**config.mk**
```make
export PLATFORM = sky130hd
export DESIGN_NAME = result_writeback
export DESIGN_NICKNAME = d
export VERILOG_FILES = /design/src/rtl/result_writeback.sv
export SDC_FILE = /design/constraint.sdc
export NUM_CORES = 1
export LEC_CHECK = 0
export CORE_MARGIN = 5
export CORE_UTILIZATION = 54
export DETAILED_ROUTE_END_ITERATION = 10
export MAX_ROUTING_LAYER = met4
export PLACE_DENSITY = 0.77
export SLEW_MARGIN = 10
export SYNTH_ARGS = -nofsm -noshare
export SYNTH_HDL_FRONTEND = slang
export SYNTH_SLANG_ARGS = --single-unit
```
**constraint.sdc**
```tcl
create_clock -name WB_CLK -period 5.15 [get_ports WB_CLK]
set_clock_uncertainty 0.2 [all_clocks]
set_input_delay 1.03 -clock WB_CLK [delete_from_list [all_inputs] [get_ports WB_CLK]]
set_output_delay 1.03 -clock WB_CLK [all_outputs]
set_load 0.02 [all_outputs]
```
**src/rtl/result_writeback.sv**
```systemverilog
// result_writeback
// Collects filter results into a small FIFO and writes them to memory in raster
// order over a request/acknowledge handshake. One output frame of
// IMAGE_WIDTH x IMAGE_HEIGHT pixels is written per start pulse. The done flag is
// raised after the last pixel is acknowledged and held until the next start.
module result_writeback #(
  parameter int unsigned IMAGE_WIDTH  = 512,
  parameter int unsigned IMAGE_HEIGHT = 288,
  parameter int unsigned DATA_WIDTH   = 24,
  parameter int unsigned BUS_WIDTH    = 32,
  parameter int unsigned BASE_ADDR    = 0,
  parameter int unsigned FIFO_DEPTH   = 4
) (
  input  logic                  WB_CLK,
  input  logic                  WB_RST,
  input  logic                  WB_STRT,
  input  logic                  WB_FDNE,
  input  logic [DATA_WIDTH-1:0] WB_FRES,
  input  logic                  WB_MEMRDY,
  output logic [1:0]            WB_MEMRW,
  output logic [BUS_WIDTH-1:0]  WB_MEMADDR,
  output logic [DATA_WIDTH-1:0] WB_MEMDATA,
  output logic                  WB_FULL,
  output logic                  WB_OVF,
  output logic                  WB_DNE
);

  // Pointer width relies on FIFO_DEPTH being a power of two so pointers wrap
  // naturally; the occupancy counter needs one extra bit to represent "full".
  localparam int unsigned PTR_W = (FIFO_DEPTH > 1) ? $clog2(FIFO_DEPTH) : 1;
  localparam int unsigned OCC_W = PTR_W + 1;

  localparam logic [OCC_W-1:0]     OCC_FULL   = OCC_W'(FIFO_DEPTH);
  localparam logic [BUS_WIDTH-1:0] BASE       = BUS_WIDTH'(BASE_ADDR);
  localparam logic [BUS_WIDTH-1:0] LAST_COUNT = BUS_WIDTH'(IMAGE_WIDTH * IMAGE_HEIGHT - 1);

  // Memory command encodings. The read encoding (2'b01) is never issued here.
  localparam logic [1:0] CMD_IDLE  = 2'b00;
  localparam logic [1:0] CMD_WRITE = 2'b10;

  typedef enum logic [1:0] {
    S_IDLE,
    S_ARMED,
    S_WRITE,
    S_DONE
  } state_t;

  // ---------------------------------------------------------------------------
  // State and storage
  // ---------------------------------------------------------------------------
  state_t                r_state;
  logic [DATA_WIDTH-1:0] r_fifo [FIFO_DEPTH];
  logic [PTR_W-1:0]      r_rd_ptr;
  logic [PTR_W-1:0]      r_wr_ptr;
  logic [OCC_W-1:0]      r_occ;
  logic                  r_full;
  logic                  r_ovf;
  logic                  r_dne;
  logic [BUS_WIDTH-1:0]  r_count;
  logic [1:0]            r_memrw;
  logic [BUS_WIDTH-1:0]  r_memaddr;
  logic [DATA_WIDTH-1:0] r_memdata;

  // ---------------------------------------------------------------------------
  // Handshake decode
  // ---------------------------------------------------------------------------
  logic             w_accept;
  logic             w_pop;
  logic             w_fifo_full;
  logic             w_push;
  logic             w_drop;
  logic             w_last;
  logic             w_flush;
  logic [OCC_W-1:0] w_occ_next;

  // Results are only taken while a frame is in progress.
  assign w_accept    = WB_FDNE && ((r_state == S_ARMED) || (r_state == S_WRITE));
  // The acknowledge only means something while a write is on the bus.
  assign w_pop       = (r_state == S_WRITE) && WB_MEMRDY;
  assign w_fifo_full = (r_occ == OCC_FULL);
  // A full FIFO still takes a result if its head leaves on the same edge.
  assign w_push      = w_accept && (!w_fifo_full || w_pop);
  assign w_drop      = w_accept && w_fifo_full && !w_pop;
  assign w_last      = (r_count == LAST_COUNT);
  // Once the frame is complete any buffered surplus is discarded.
  assign w_flush     = (r_state == S_DONE) || (w_pop && w_last);

  // Next FIFO occupancy, shared by the counter and the registered full flag.
  always_comb begin
    // NOTE: assign a default before any branch so no path leaves the signal
    // unassigned; an unassigned path in always_comb infers a latch.
    w_occ_next = r_occ;
    if (w_flush) begin
      w_occ_next = '0;
    end else begin
      w_occ_next = r_occ + OCC_W'(w_push) - OCC_W'(w_pop);
    end
  end

  // FIFO storage: write the incoming result at the tail.
  // NOTE: the data array is deliberately not reset; pointers and occupancy
  // define which entries are valid, and leaving the array reset-free lets it
  // map to plain storage without a reset network.
  always_ff @(posedge WB_CLK) begin
    if (w_push) begin
      r_fifo[r_wr_ptr] <= WB_FRES;
    end
  end

  // FIFO bookkeeping: pointers, occupancy and the registered full flag.
  always_ff @(posedge WB_CLK) begin
    // NOTE: sequential state uses non-blocking assignments so every register
    // samples the pre-edge values regardless of statement order.
    if (WB_RST) begin
      r_rd_ptr <= '0;
      r_wr_ptr <= '0;
      r_occ    <= '0;
      r_full   <= 1'b0;
    end else begin
      if (w_flush) begin
        r_rd_ptr <= '0;
        r_wr_ptr <= '0;
      end else begin
        if (w_pop) begin
          r_rd_ptr <= r_rd_ptr + PTR_W'(1);
        end
        if (w_push) begin
          r_wr_ptr <= r_wr_ptr + PTR_W'(1);
        end
      end
      r_occ  <= w_occ_next;
      r_full <= (w_occ_next == OCC_FULL);
    end
  end

  // Frame sequencer with registered memory command, address, data and flags.
  always_ff @(posedge WB_CLK) begin
    if (WB_RST) begin
      r_state   <= S_IDLE;
      r_count   <= '0;
      r_ovf     <= 1'b0;
      r_dne     <= 1'b0;
      r_memrw   <= CMD_IDLE;
      r_memaddr <= '0;
      r_memdata <= '0;
    end else begin
      unique case (r_state)
        S_IDLE: begin
          if (WB_STRT) begin
            r_state <= S_ARMED;
            r_count <= '0;
            r_ovf   <= 1'b0;
            r_dne   <= 1'b0;
          end
        end

        S_ARMED: begin
          // Launch a write as soon as a result is buffered; the command,
          // address and data are registered together and then held.
          if (r_occ != '0) begin
            r_state   <= S_WRITE;
            r_memrw   <= CMD_WRITE;
            r_memaddr <= BASE + r_count;
            r_memdata <= r_fifo[r_rd_ptr];
          end
        end

        S_WRITE: begin
          // Hold the bus until memory acknowledges, then return to idle for
          // at least one cycle before the next write.
          if (WB_MEMRDY) begin
            r_memrw <= CMD_IDLE;
            r_count <= r_count + BUS_WIDTH'(1);
            if (w_last) begin
              r_state <= S_DONE;
              r_dne   <= 1'b1;
            end else begin
              r_state <= S_ARMED;
            end
          end
        end

        S_DONE: begin
          if (WB_STRT) begin
            r_state <= S_ARMED;
            r_count <= '0;
            r_ovf   <= 1'b0;
            r_dne   <= 1'b0;
          end
        end

        default: begin
          r_state <= S_IDLE;
          r_memrw <= CMD_IDLE;
        end
      endcase

      // Overflow is sticky for the frame; drops only happen in ARMED/WRITE,
      // where no start can clear it on the same edge.
      if (w_drop) begin
        r_ovf <= 1'b1;
      end
    end
  end

  // ---------------------------------------------------------------------------
  // Outputs
  // ---------------------------------------------------------------------------
  assign WB_MEMRW   = r_memrw;
  assign WB_MEMADDR = r_memaddr;
  assign WB_MEMDATA = r_memdata;
  assign WB_FULL    = r_full;
  assign WB_OVF     = r_ovf;
  assign WB_DNE     = r_dne;

endmodule

```
==> flow_summary.json <==
{
  "outcome": "completed",
  "path_max_fanout": 8,
  "grt_usage": 0.214,
  "yosys-top-cells-area": "edfxtp_1, dfxtp_1, mux4_2, nand2_1, a21oi_1",
  "dp_hpwl_mm": 10.3,
  "drc_errors": 0,
  "synth_seq_cells": 197,
  "maxCapViolations": 0,
  "die_h_microns": 129,
  "path_delay_family": "adder cells",
  "gr-total-overflow": 0,
  "arrival_ns": 3.84,
  "start_util": 0.553,
  "die_x_microns": 129,
  "seqCellArea_sq_um": 4910,
  "synthXorXnorAreaFrac": 0.0262,
  "rsz0062_at_grt": "false",
  "synthFlopType": "dfxtp_1",
  "ys_seq_area_frac": 0.637,
  "ys_async_sr_fraction": 0,
  "totalPowerFinal_w": 0.00397,
  "drtAntennaViolNets": 0,
  "cts.sink_count": 197,
  "grt_pass1_vias": 5260,
  "nets": 768,
  "core_sq_um": 13900,
  "cts.reportedPaths.clkPinSlew_ns": 0.07,
  "syn-num-nets": 686,
  "power_density_nw_per_um2": 425,
  "critPathLaunchType": "primary input",
  "synth_top_family_by_area": "simple AND/OR/NAND/NOR gates",
  "finalHoldViolCount": 0,
  "fin_crit_ns": 3.71,
  "clock.fmax_mhz": 270,
  "via_count": 5155,
  "cts_resized": 0,
  "muxShareOfSynthArea": 0.0741,
  "final_cell_mix": "nand2_1, dfxtp_1, edfxtp_1",
  "synth-edff-count": 96,
  "clock_path_buffers": 2,
  "synth_warnings": 0,
  "clk_latency_ns": 0.43,
  "cts_made_buffers": 17,
  "ir_drop_v": 0.000277,
  "avgViaCountPerCell": 5.60,
  "grt_max_degree": 69,
  "holdCritPathClass": "reg -> reg",
  "required_ns": 5.29,
  "cpMaxStageDelayCell": "clkdlybuf4s50_1",
  "crit_type": "in -> reg",
  "htreeDepth": 4,
  "drtIter0Drc": 393,
  "power_leakage_nw": 3.04,
  "fin_crit_sh": 0.720,
  "drive_gt1_frac": 0.101,
  "synth_top_area_cell": "edfxtp_1",
  "n_antenna_cell": 0,
  "ios": 90,
  "post-synth-top-area-fraction": 0.374,
  "postCtsSetupRepairBufs": 0,
  "antenna_found_initial": 0,
  "cpPeakStageDelay_ns": 0.58,
  "syn_area_sq_um": 7700,
  "yosys.area_share.simple": 0.154,
  "clockRootBuffer": "clkbuf_16",
  "finalSetupViolCount": 0,
  "numPortBuffers": 88,
  "synth_compound_area_frac": 0.0647,
  "syn_to_final_growth_pct": 21.2,
  "cts_tree": "built",
  "synth_fa_ha_area_frac": 0.0188,
  "finalWeightedCongestion": 0.860,
  "final_common_cell": "nand2_1",
  "fillCellCount": 1029,
  "synthDistinctLibCells": 52,
  "routedWlPerCell_microns": 17.7,
  "final-max-slew-violation-count": 0,
  "rows": 43,
  "multi_input_comb_area_sq_um": 2630,
  "netlist_instances": 646,
  "grt_pass1_wl_mm": 26.8,
  "die_area_sq_um": 16700,
  "dr.pass1.iters": 5,
  "drt-total-wl_mm": 16.3,
  "slew_headroom": 0.383,
  "crit_path_cell_trace": "clkdlybuf4s50_1 > nand2_1 > a31oi_1 > inv_1 > ha_1 > inv_1 > ha_1 > fa_1 > xnor2_1 > xnor2_1 > nor4_1",
  "tns_ns": 0,
  "cp-end-kind": "flop",
  "tightest_slew_ns": 0.926,
  "avgSynthCellArea_sq_um": 11.9,
  "worst-path-buf-inv": 3,
  "hold_buffers": 0
}
## registers in the layout (all words and copies together), names as in the netlist, 2 cells and up
name / count
r_fifo: 96
WB_MEMADDR: 32
r_count: 32
WB_MEMDATA: 24
r_occ: 3
r_rd_ptr: 2
r_state: 2
r_wr_ptr: 2
## Yosys cell counts, types with 2 or more instances
| library cell | number |
|---|---|
| nand2b_1 | 4 |
| a31oi_1 | 2 |
| and4_1 | 3 |
| nor4_1 | 7 |
| or4_1 | 2 |
| mux2i_1 | 3 |
| nand3_1 | 16 |
| clkbuf_1 | 24 |
| nand2_1 | 130 |
| o21ai_0 | 14 |
| nor2_1 | 35 |
| buf_2 | 3 |
| or3_1 | 9 |
| buf_1 | 4 |
| ha_1 | 10 |
| dfxtp_1 | 101 |
| and3_1 | 5 |
| edfxtp_1 | 96 |
| a21oi_1 | 70 |
| xnor2_1 | 13 |
| nor4b_1 | 2 |
| nor3_1 | 5 |
| nand4_1 | 8 |
| inv_1 | 13 |
| nor2b_4 | 2 |
| o21bai_1 | 2 |
| xor2_1 | 10 |
| and2_1 | 6 |
| mux4_2 | 24 |
## kinds of logic after synthesis
kind of cell,count (synthesis)
XOR/XNOR,23
other,1
adder cells (fa/ha/maj),11
AO/OA/AOI/OAI,94
multiplexers,27
AND/OR/NAND/NOR,247
flip-flops,197
buffers and inverters,46
## worst paths after layout
| kind | start | end | slack, ns | cells past startpoint |
|---|---|---|---|---|
| min reg2reg | WB_MEMADDR[9] | WB_MEMADDR[9] | 0.25 | 2 |
| max | WB_MEMRDY | WB_FULL | 1.44 | 11 |
| min | WB_MEMADDR[9] | WB_MEMADDR[9] | 0.25 | 2 |
| max reg2reg | r_state[0] | WB_FULL | 1.76 | 12 |
## worst reg2reg max path, delay by kind of cell (launching register included)
kind / cells / cell delay, ns
buf+inv: 3 / 0.22
flops: 1 / 0.37
simple gates: 2 / 0.42
xor+xnor: 2 / 0.30
compound gates: 1 / 0.48
fa+ha+maj: 4 / 1.29
## per-layer routing
layer,track usage,routed length (microns),up-vias
li1,-,-,2461
met1,0.258,6700,2517
met2,0.359,8540,150
met3,0.0400,716,27
met4,0.0825,340,0
met5,-,0,-
## per-stage QoR
step	setup slack, ns	cell area [sq um]	std cells	utilization	hold WS [ns]
final	1.44	9330	921	0.670	0.254
after floorplan	2.00	7700	646	-	0.253
after global placement	1.26	8740	889	0.627	0.242
after CTS	1.43	9330	921	0.669	0.257
after detailed placement	0.967	8740	889	0.627	0.247
after global routing	1.20	9330	921	0.670	0.270
## report_power, final
group / internal [W] / switching (W) / leakage (nW)
registers: 0.00180 / 0.0000898 / 1.68
logic: 0.000316 / 0.000443 / 1.07
clock network: 0.000692 / 0.000625 / 0.290
## cell type report
type	count	share of cell area
flip-flops and latches	197	0.526
multi-input cells	403	0.281
repair buffers	96	0.100
clock buffers	17	0.0456
well taps	180	0.0241
clock inverters	15	0.0177
inverters	13	0.00523
Power figures use the tool's default switching activity.
